`src/rtl/feature_rd_pkg.sv`:
```
// feature_rd_pkg: shared defaults, FSM state type and clog2 helper for the feature BRAM reader.
package feature_rd_pkg;
    localparam int DEF_BRAM_DATA_WIDTH = 32;
    localparam int DEF_ADDRESS_WIDTH = 13;
    localparam int DEF_PIX_WIDTH = 16;
    localparam int DEF_BRAM_LATENCY = 2;
    localparam int DEF_FIFO_DEPTH = 8;
    localparam int PIX_PER_WORD = DEF_BRAM_DATA_WIDTH / DEF_PIX_WIDTH;

    typedef enum logic [1:0] {IDLE, FETCH, DRAIN, DONE} state_t;

    function automatic int clog2(input int n);
        int r = 0;
        while ((1 << r) < n) r++;
        return r;
    endfunction
endpackage

```
`src/rtl/feature_bram_reader_if.sv`:
```
// feature_bram_reader_if: pass control, BRAM read port and pixel stream of the feature reader.
interface feature_bram_reader_if #(
    parameter int AW = 13,
    parameter int DW = 32,
    parameter int PW = 16
);
    logic i_start;
    logic [AW-1:0] i_base_addr;
    logic [15:0] i_num_pix;
    logic o_busy;
    logic o_done;
    logic bram_en;
    logic [AW-1:0] bram_addr;
    logic [DW-1:0] bram_dout;
    logic feature_reader_en;
    logic feature_reader_valid;
    logic [PW-1:0] feature_reader_data_out;

    modport master (
        output i_start, i_base_addr, i_num_pix, bram_dout, feature_reader_en,
        input o_busy, o_done, bram_en, bram_addr, feature_reader_valid, feature_reader_data_out
    );
    modport slave (
        input i_start, i_base_addr, i_num_pix, bram_dout, feature_reader_en,
        output o_busy, o_done, bram_en, bram_addr, feature_reader_valid, feature_reader_data_out
    );
endinterface

```
`src/rtl/feature_pix_fifo.sv`:
```
// feature_pix_fifo: single-clock pixel FIFO with occupancy count and synchronous flush.
module feature_pix_fifo
    import feature_rd_pkg::*;
#(
    parameter int DEPTH = 8,
    parameter int WIDTH = 16
) (
    input  logic clk,
    input  logic rst_n,
    input  logic flush,
    input  logic wr_en,
    input  logic rd_en,
    input  logic [WIDTH-1:0] wr_data,
    output logic [WIDTH-1:0] rd_data,
    output logic empty,
    output logic [clog2(DEPTH):0] count
);
    localparam int AW = clog2(DEPTH);

    logic [WIDTH-1:0] mem [DEPTH];
    logic [AW-1:0] wp, rp;

    assign rd_data = mem[rp];
    assign empty = count == '0;

    always_ff @(posedge clk) begin
        if (!rst_n || flush) begin
            wp <= '0;
            rp <= '0;
            count <= '0;
        end else begin
            if (wr_en) begin
                mem[wp] <= wr_data;
                wp <= wp + AW'(1);
            end
            if (rd_en) rp <= rp + AW'(1);
            count <= count + (AW+1)'(wr_en) - (AW+1)'(rd_en);
        end
    end
endmodule

```
`src/rtl/feature_bram_reader.sv`:
```
// feature_bram_reader: fetches packed feature words from BRAM and streams them out
// one pixel per consumer request, exactly i_num_pix pixels per pass.
module feature_bram_reader
    import feature_rd_pkg::*;
#(
    parameter int BRAM_DATA_WIDTH = DEF_BRAM_DATA_WIDTH,
    parameter int ADDRESS_WIDTH = DEF_ADDRESS_WIDTH,
    parameter int PIX_WIDTH = DEF_PIX_WIDTH,
    parameter int BRAM_LATENCY = DEF_BRAM_LATENCY,
    parameter int FIFO_DEPTH = DEF_FIFO_DEPTH
) (
    input logic i_clk,
    input logic i_rst_n,
    feature_bram_reader_if.slave bus
);
    localparam int PPW = BRAM_DATA_WIDTH / PIX_WIDTH;
    localparam int CW = clog2(FIFO_DEPTH);
    localparam int SW = clog2(PPW + 1);
    localparam int GW = clog2(PPW) + 1;

    state_t state;
    logic [ADDRESS_WIDTH-1:0] next_addr;
    logic [15:0] num_pix, pix_sent, words_total, words_issued, words_ret, rem;
    logic [CW+1:0] inflight;
    logic [GW-1:0] gap;
    logic [BRAM_DATA_WIDTH-1:0] ser_word;
    logic [SW-1:0] ser_left, take;
    logic [BRAM_LATENCY-1:0] lat_sr;
    logic [CW:0] fifo_count;
    logic [PIX_WIDTH-1:0] fifo_rdata;
    logic fifo_empty, pop, issue, wr, ret;

    // Issues are spaced PPW cycles apart so each returned word is fully serialized
    // before the next one lands; inflight counts words until their last pixel is written.
    assign ret = lat_sr[BRAM_LATENCY-1];
    assign wr = ser_left != '0;
    assign rem = num_pix - words_ret * 16'(PPW);
    assign take = rem > 16'(PPW) ? SW'(PPW) : SW'(rem);
    assign pop = bus.feature_reader_en && !fifo_empty && pix_sent < num_pix
                 && (state == FETCH || state == DRAIN);
    assign issue = state == FETCH && gap == '0
                   && 16'(fifo_count) + 16'(PPW) * (16'(inflight) + 16'd1) <= 16'(FIFO_DEPTH);

    feature_pix_fifo #(.DEPTH(FIFO_DEPTH), .WIDTH(PIX_WIDTH)) u_fifo (
        .clk(i_clk),
        .rst_n(i_rst_n),
        .flush(state == DONE),
        .wr_en(wr),
        .rd_en(pop),
        .wr_data(ser_word[PIX_WIDTH-1:0]),
        .rd_data(fifo_rdata),
        .empty(fifo_empty),
        .count(fifo_count)
    );

    always_ff @(posedge i_clk) begin
        if (!i_rst_n) begin
            state <= IDLE;
            bus.o_busy <= 1'b0;
            bus.o_done <= 1'b0;
            bus.bram_en <= 1'b0;
            bus.bram_addr <= '0;
            bus.feature_reader_valid <= 1'b0;
            bus.feature_reader_data_out <= '0;
            next_addr <= '0;
            num_pix <= '0;
            pix_sent <= '0;
            words_total <= '0;
            words_issued <= '0;
            words_ret <= '0;
            inflight <= '0;
            gap <= '0;
            ser_word <= '0;
            ser_left <= '0;
            lat_sr <= '0;
        end else begin
            lat_sr <= BRAM_LATENCY'({lat_sr, bus.bram_en});
            bus.bram_en <= issue;
            bus.o_done <= 1'b0;
            bus.feature_reader_valid <= pop;
            inflight <= inflight + (CW+2)'(issue) - (CW+2)'(wr && ser_left == SW'(1));
            if (pop) begin
                bus.feature_reader_data_out <= fifo_rdata;
                pix_sent <= pix_sent + 16'd1;
            end
            if (issue) begin
                bus.bram_addr <= next_addr;
                next_addr <= next_addr + ADDRESS_WIDTH'(1);
                words_issued <= words_issued + 16'd1;
                gap <= GW'(PPW - 1);
            end else if (gap != '0) begin
                gap <= gap - GW'(1);
            end
            // Unpack least-significant slice first; a short final word keeps only `take` slices.
            if (ret) begin
                ser_word <= bus.bram_dout;
                ser_left <= take;
                words_ret <= words_ret + 16'd1;
            end else if (wr) begin
                ser_word <= ser_word >> PIX_WIDTH;
                ser_left <= ser_left - SW'(1);
            end
            case (state)
                IDLE: if (bus.i_start) begin
                    num_pix <= bus.i_num_pix;
                    words_total <= 16'((17'(bus.i_num_pix) + 17'(PPW - 1)) / 17'(PPW));
                    next_addr <= bus.i_base_addr;
                    pix_sent <= '0;
                    words_issued <= '0;
                    words_ret <= '0;
                    bus.o_busy <= 1'b1;
                    bus.o_done <= bus.i_num_pix == '0;
                    state <= bus.i_num_pix == '0 ? DONE : FETCH;
                end
                FETCH: if (issue && words_issued + 16'd1 == words_total) state <= DRAIN;
                DRAIN: if (pop && pix_sent + 16'd1 == num_pix) begin
                    bus.o_done <= 1'b1;
                    state <= DONE;
                end
                DONE: begin
                    bus.o_busy <= 1'b0;
                    state <= IDLE;
                end
                default: state <= IDLE;
            endcase
        end
    end
endmodule

```
`src/flat_wrapper.sv`:
```
// flat-port wrapper written by rule: the top's interface ports become plain ports
module feature_bram_reader_flat import feature_rd_pkg::*;
#(
    parameter int BRAM_DATA_WIDTH = DEF_BRAM_DATA_WIDTH,
    parameter int ADDRESS_WIDTH = DEF_ADDRESS_WIDTH,
    parameter int PIX_WIDTH = DEF_PIX_WIDTH,
    parameter int BRAM_LATENCY = DEF_BRAM_LATENCY,
    parameter int FIFO_DEPTH = DEF_FIFO_DEPTH
)
  (i_clk, i_rst_n, bus_i_start, bus_i_base_addr, bus_i_num_pix, bus_bram_dout, bus_feature_reader_en, bus_o_busy, bus_o_done, bus_bram_en, bus_bram_addr, bus_feature_reader_valid, bus_feature_reader_data_out);
  feature_bram_reader_if #(.AW(13), .DW(32), .PW(16)) bus_i ();
  input logic i_clk;
  input logic i_rst_n;
  input wire logic [$bits(bus_i.i_start)-1:0] bus_i_start;
  input wire logic [$bits(bus_i.i_base_addr)-1:0] bus_i_base_addr;
  input wire logic [$bits(bus_i.i_num_pix)-1:0] bus_i_num_pix;
  input wire logic [$bits(bus_i.bram_dout)-1:0] bus_bram_dout;
  input wire logic [$bits(bus_i.feature_reader_en)-1:0] bus_feature_reader_en;
  output wire logic [$bits(bus_i.o_busy)-1:0] bus_o_busy;
  output wire logic [$bits(bus_i.o_done)-1:0] bus_o_done;
  output wire logic [$bits(bus_i.bram_en)-1:0] bus_bram_en;
  output wire logic [$bits(bus_i.bram_addr)-1:0] bus_bram_addr;
  output wire logic [$bits(bus_i.feature_reader_valid)-1:0] bus_feature_reader_valid;
  output wire logic [$bits(bus_i.feature_reader_data_out)-1:0] bus_feature_reader_data_out;
  assign bus_i.i_start = bus_i_start;
  assign bus_i.i_base_addr = bus_i_base_addr;
  assign bus_i.i_num_pix = bus_i_num_pix;
  assign bus_i.bram_dout = bus_bram_dout;
  assign bus_i.feature_reader_en = bus_feature_reader_en;
  assign bus_o_busy = bus_i.o_busy;
  assign bus_o_done = bus_i.o_done;
  assign bus_bram_en = bus_i.bram_en;
  assign bus_bram_addr = bus_i.bram_addr;
  assign bus_feature_reader_valid = bus_i.feature_reader_valid;
  assign bus_feature_reader_data_out = bus_i.feature_reader_data_out;
  feature_bram_reader #(.BRAM_DATA_WIDTH(BRAM_DATA_WIDTH), .ADDRESS_WIDTH(ADDRESS_WIDTH), .PIX_WIDTH(PIX_WIDTH), .BRAM_LATENCY(BRAM_LATENCY), .FIFO_DEPTH(FIFO_DEPTH)) u_core (.i_clk(i_clk), .i_rst_n(i_rst_n), .bus(bus_i));
endmodule
```
`config.mk`:
```
export PLATFORM = sky130hd
export DESIGN_NAME = feature_bram_reader_flat
export DESIGN_NICKNAME = d
export VERILOG_FILES = /design/src/rtl/feature_rd_pkg.sv /design/src/rtl/feature_bram_reader_if.sv /design/src/rtl/feature_pix_fifo.sv /design/src/rtl/feature_bram_reader.sv /design/src/flat_wrapper.sv
export SDC_FILE = /design/constraint.sdc
export NUM_CORES = 1
export LEC_CHECK = 0
export BUFFER_PORTS_ARGS = -buffer_cell sky130_fd_sc_hd__buf_2
export CORE_UTILIZATION = 52
export DETAILED_ROUTE_END_ITERATION = 8
export PLACE_DENSITY = 0.7
export SYNTH_ARGS = -nofsm -noshare
export SYNTH_HDL_FRONTEND = slang
export SYNTH_SLANG_ARGS = --single-unit
```
`constraint.sdc`:
```
create_clock -name i_clk -period 6.3 [get_ports i_clk]
set_clock_uncertainty 0.1 [all_clocks]
set_input_delay 0.315 -clock i_clk [delete_from_list [all_inputs] [get_ports i_clk]]
set_output_delay 0.315 -clock i_clk [all_outputs]
set_load 0.05 [all_outputs]
```
==> results.yml <==
outcome:
  status: "completed"
worst_setup_path:
  cp_data_required_time_ps: 6580
  worst-r2r-cell-count: 14
  crit_fanout: 54
  rrSetupSlack_ps: 2600
  critPathMaxStageDelay_ps: 510
  critPathKind: "reg2reg"
  start_kind: "register"
  cp-end-kind: "register"
  critPathLaunch: "u_core.pix_sent[8]"
  crit_arrival_ps: 3990
  critical_path.endpoint: "u_core.u_fifo.count[3]"
  crit_top_cell: "a21oi_1"
  rr_startpoint: "u_core.pix_sent[8]"
  critPathSlowestCell: "dfxtp_1"
  crit_chain: "ha_1 -> a21oi_1 -> a21oi_1 -> a2111oi_0 -> a21oi_1 -> o22ai_4 -> buf_4 -> ha_1 -> inv_1 -> ha_1 -> a21o_1 -> a21oi_1 -> xnor2_1 -> nor2_1"
  r2r-end: "u_core.u_fifo.count[3]"
worst_hold_path:
  hold_depth: 4
  hp-class: "in2reg"
synth:
  ys_warn_count: 0
  synth_edf_count: 128
  syn_avg_cell_area_um2: 10.73
  synth_cell_types: 80
  syn_area_um2: 15210
  postSynthCellCount: 1417
  synthFlopType: "dfxtp_1"
  ys_async_sr_fraction: 0
  synth-seq-area-share: 0.4898
  synth_nets: 1548
  synth-seq-cells: 308
timing:
  setup_viol_count_final: 0
  slew_viol_final: 0
  worst_slack_ps: 2598
  setup_tns_ps: 0
  period_share: 0.5877
  rsz0062_at_grt: "no"
  fin_crit_ps: 3702
  worst_slew_pin_slew_ps: 1127
  fmax_ghz: 0.2701
  relSlewSlack: 0.2466
  finalHoldViolations: 0
drt:
  drt_iter0_drc: 793
  drc: 0
  final_antenna_net_count: 0
  wirelength_um: 33340
  drtPass1Iterations: 5
  avgRoutedWirePerCell_um: 17.36
  vias_per_cell: 5.535
  num_vias: 10630
flow_run:
  max_cap_viol_count: 0
clock_tree:
  clk_pin_slew_ps: 60
  clkSinkCount: 308
  root_buffer: "clkbuf_16"
  post_cts_buffers: 0
  cts_made_buffers: 35
  htree_levels: 2
  cts_tree: "done"
  clk_latency_ps: 520
  clockBufferDepth: 3
floorplanning:
  die-area_um2: 29930
  rows: 62
  dieWidth_um: 173
  core_um2: 28700
  fp.dieH_um: 173
  initial_core_util: 0.5298
  io_pins: 98
global_routing:
  grt_pass1_vias: 10350
  antenna_found_initial: 0
  grtUsageTotal: 0.2260
  grt_max_degree: 76
  grt_pass1_wl_um: 54810
  grt_overflow: 0
placement:
  portBuffers: 97
  gp_congestion: 0.8236
  pre_cts_ws_ps: 2658
  dp_hpwl_um: 22630
pwr:
  p_leak_nw: 6.770
  powerDensity_nw_per_um2: 358.2
  vdd_drop_max_mv: 0.2000
layout:
  antenna_cells: 0
  drive_above_1_share: 0.1457
  nets: 1642
  area_growth_pct: 14.19
power by group:
part	switching [mW]	internal (mW)	leakage [nW]
combinational	1.02	0.716	3.57
clock	0.813	1.23	0.550
sequential	0.165	2.28	2.65
total	2.00	4.22	6.77
worst max-delay path: cells and delay by family, from the launching register on:
family	cells	cell delay, ps
DFF	1	510
buffers and inverters	2	570
adders and majority gates	3	910
and+or+nand+nor	1	50
AOI/OAI and AO/OA	7	1280
xor gates and xnor gates	1	130
registers in the layout, indices dropped and copies added, names as in the netlist, 2 cells and up:
register and cells:
u_core.bus.bram_addr 13, u_core.bus.feature_reader_data_out 16, u_core.gap 2, u_core.inflight 5, u_core.lat_sr 2, u_core.next_addr 13, u_core.num_pix 16, u_core.pix_sent 16
u_core.ser_left 2, u_core.ser_word 32, u_core.state 2, u_core.u_fifo.count 4, u_core.u_fifo.mem 128, u_core.u_fifo.rp 3, u_core.u_fifo.wp 3, u_core.words_issued 16
u_core.words_ret 15, u_core.words_total 16
layout make-up:
| type | count | area [um2] |
|---|---|---|
| clock buffers | 50 | 993.5 |
| clock inverters | 13 | 162.7 |
| fillers | 2405 | 11340 |
| inverters | 70 | 262.8 |
| multi-input cells | 961 | 7186 |
| flip-flops and latches | 308 | 7450 |
| well taps | 384 | 480.5 |
| repair buffers | 135 | 828.3 |
timing repair:
action | in CTS | in global routing
endpoints found under the hold margin | 22 | 0
resized for setup | 0 | 0
hold buffers | 22 | 0
routing by layer:
layer	up-vias	share of wire	global-route usage
li1	5215	-	-
met1	5093	0.47	0.3209
met2	276	0.46	0.3594
met3	49	0.048	0.03012
met4	0	0.024	0.07080
met5	-	0	0
cells in the final DEF, fill, tap and decap left out, types with 10 or more instances in the layout:
master         synthesis  final
dfxtp_1              180    178
nand2_1              160    160
edfxtp_1             128    128
buf_2                 10     96
nor2_1                94     93
inv_1                 70     70
xnor2_1               68     68
ha_1                  62     61
xor2_1                56     56
o21ai_0               56     56
mux2i_1               53     53
and2_1                48     48
o211a_1               41     41
clkbuf_16              0     36
nand3_1               34     34
mux4_2                32     32
a21oi_1               31     31
nand4_1               27     27
nor2b_1               26     26
dlygate4sd3_1          0     22
a21boi_0              20     20
buf_4                  2     17
nor3_1                17     15
and3_1                12     12
nand2b_1              10     10
clkbuf_1              54     10
cell usage after synthesis, drive strengths merged, types with 5 or more instances:
cell	n	area, um2
dfxtp	180	3603
nand2	160	600.6
edfxtp	128	3844
nor2	94	352.8
inv	70	262.8
xnor2	68	595.6
ha	62	775.7
o21ai	56	280.3
xor2	56	490.5
clkbuf	54	202.7
mux2i	53	530.5
and2	49	307.8
o211a	41	410.4
nand3	34	170.2
mux4	32	720.7
a21oi	31	155.2
nand4	28	181.4
nor2b	26	162.7
buf	24	156.4
a21boi	20	150.1
nor3	17	85.08
and3	16	108.9
nand2b	10	62.56
and4	8	72.57
a21o	7	52.55
a31oi	7	43.79
nor4	7	56.30
a211o	5	43.79
o2111ai	5	43.79
or3	5	31.28
metrics by stage:
step	cell area, um2	util	power, mW	hold WS (ps)	std cells
2_1_floorplan	15210	-	3.780	311.9	1417
3_5_place_dp	15990	0.5570	4.208	325.0	1836
6_report	17360	0.6049	6.220	11.33	1921
3_3_place_gp	15990	0.5570	4.159	318.6	1836
4_1_cts	17360	0.6049	6.275	0.6952	1921
5_1_grt	17360	0.6049	6.549	19.68	1921
logic make-up after synthesis:
kind of cell,after synthesis,share of synthesized area
simple gates,474,0.1562
flops,308,0.4898
compound gates,212,0.1032
buf+inv,148,0.04089
xor+xnor,124,0.07142
mux,85,0.08228
fa+ha+maj,66,0.05628
worst min-delay path by stage:
| stage | start | endpoint | slack (ps) |
|---|---|---|---|
| floorplan | u_core.lat_sr[0] | u_core.lat_sr[1] | 310 |
| global placement | u_core.lat_sr[0] | u_core.lat_sr[1] | 320 |
| detailed placement | u_core.lat_sr[0] | u_core.lat_sr[1] | 320 |
| CTS | bus_i_num_pix[4] | u_core.num_pix[4] | 0.7 |
| global route | bus_bram_dout[27] | u_core.ser_word[27] | 20 |
| finish | bus_bram_dout[25] | u_core.ser_word[25] | 10 |
Power figures use the tool's default switching activity.
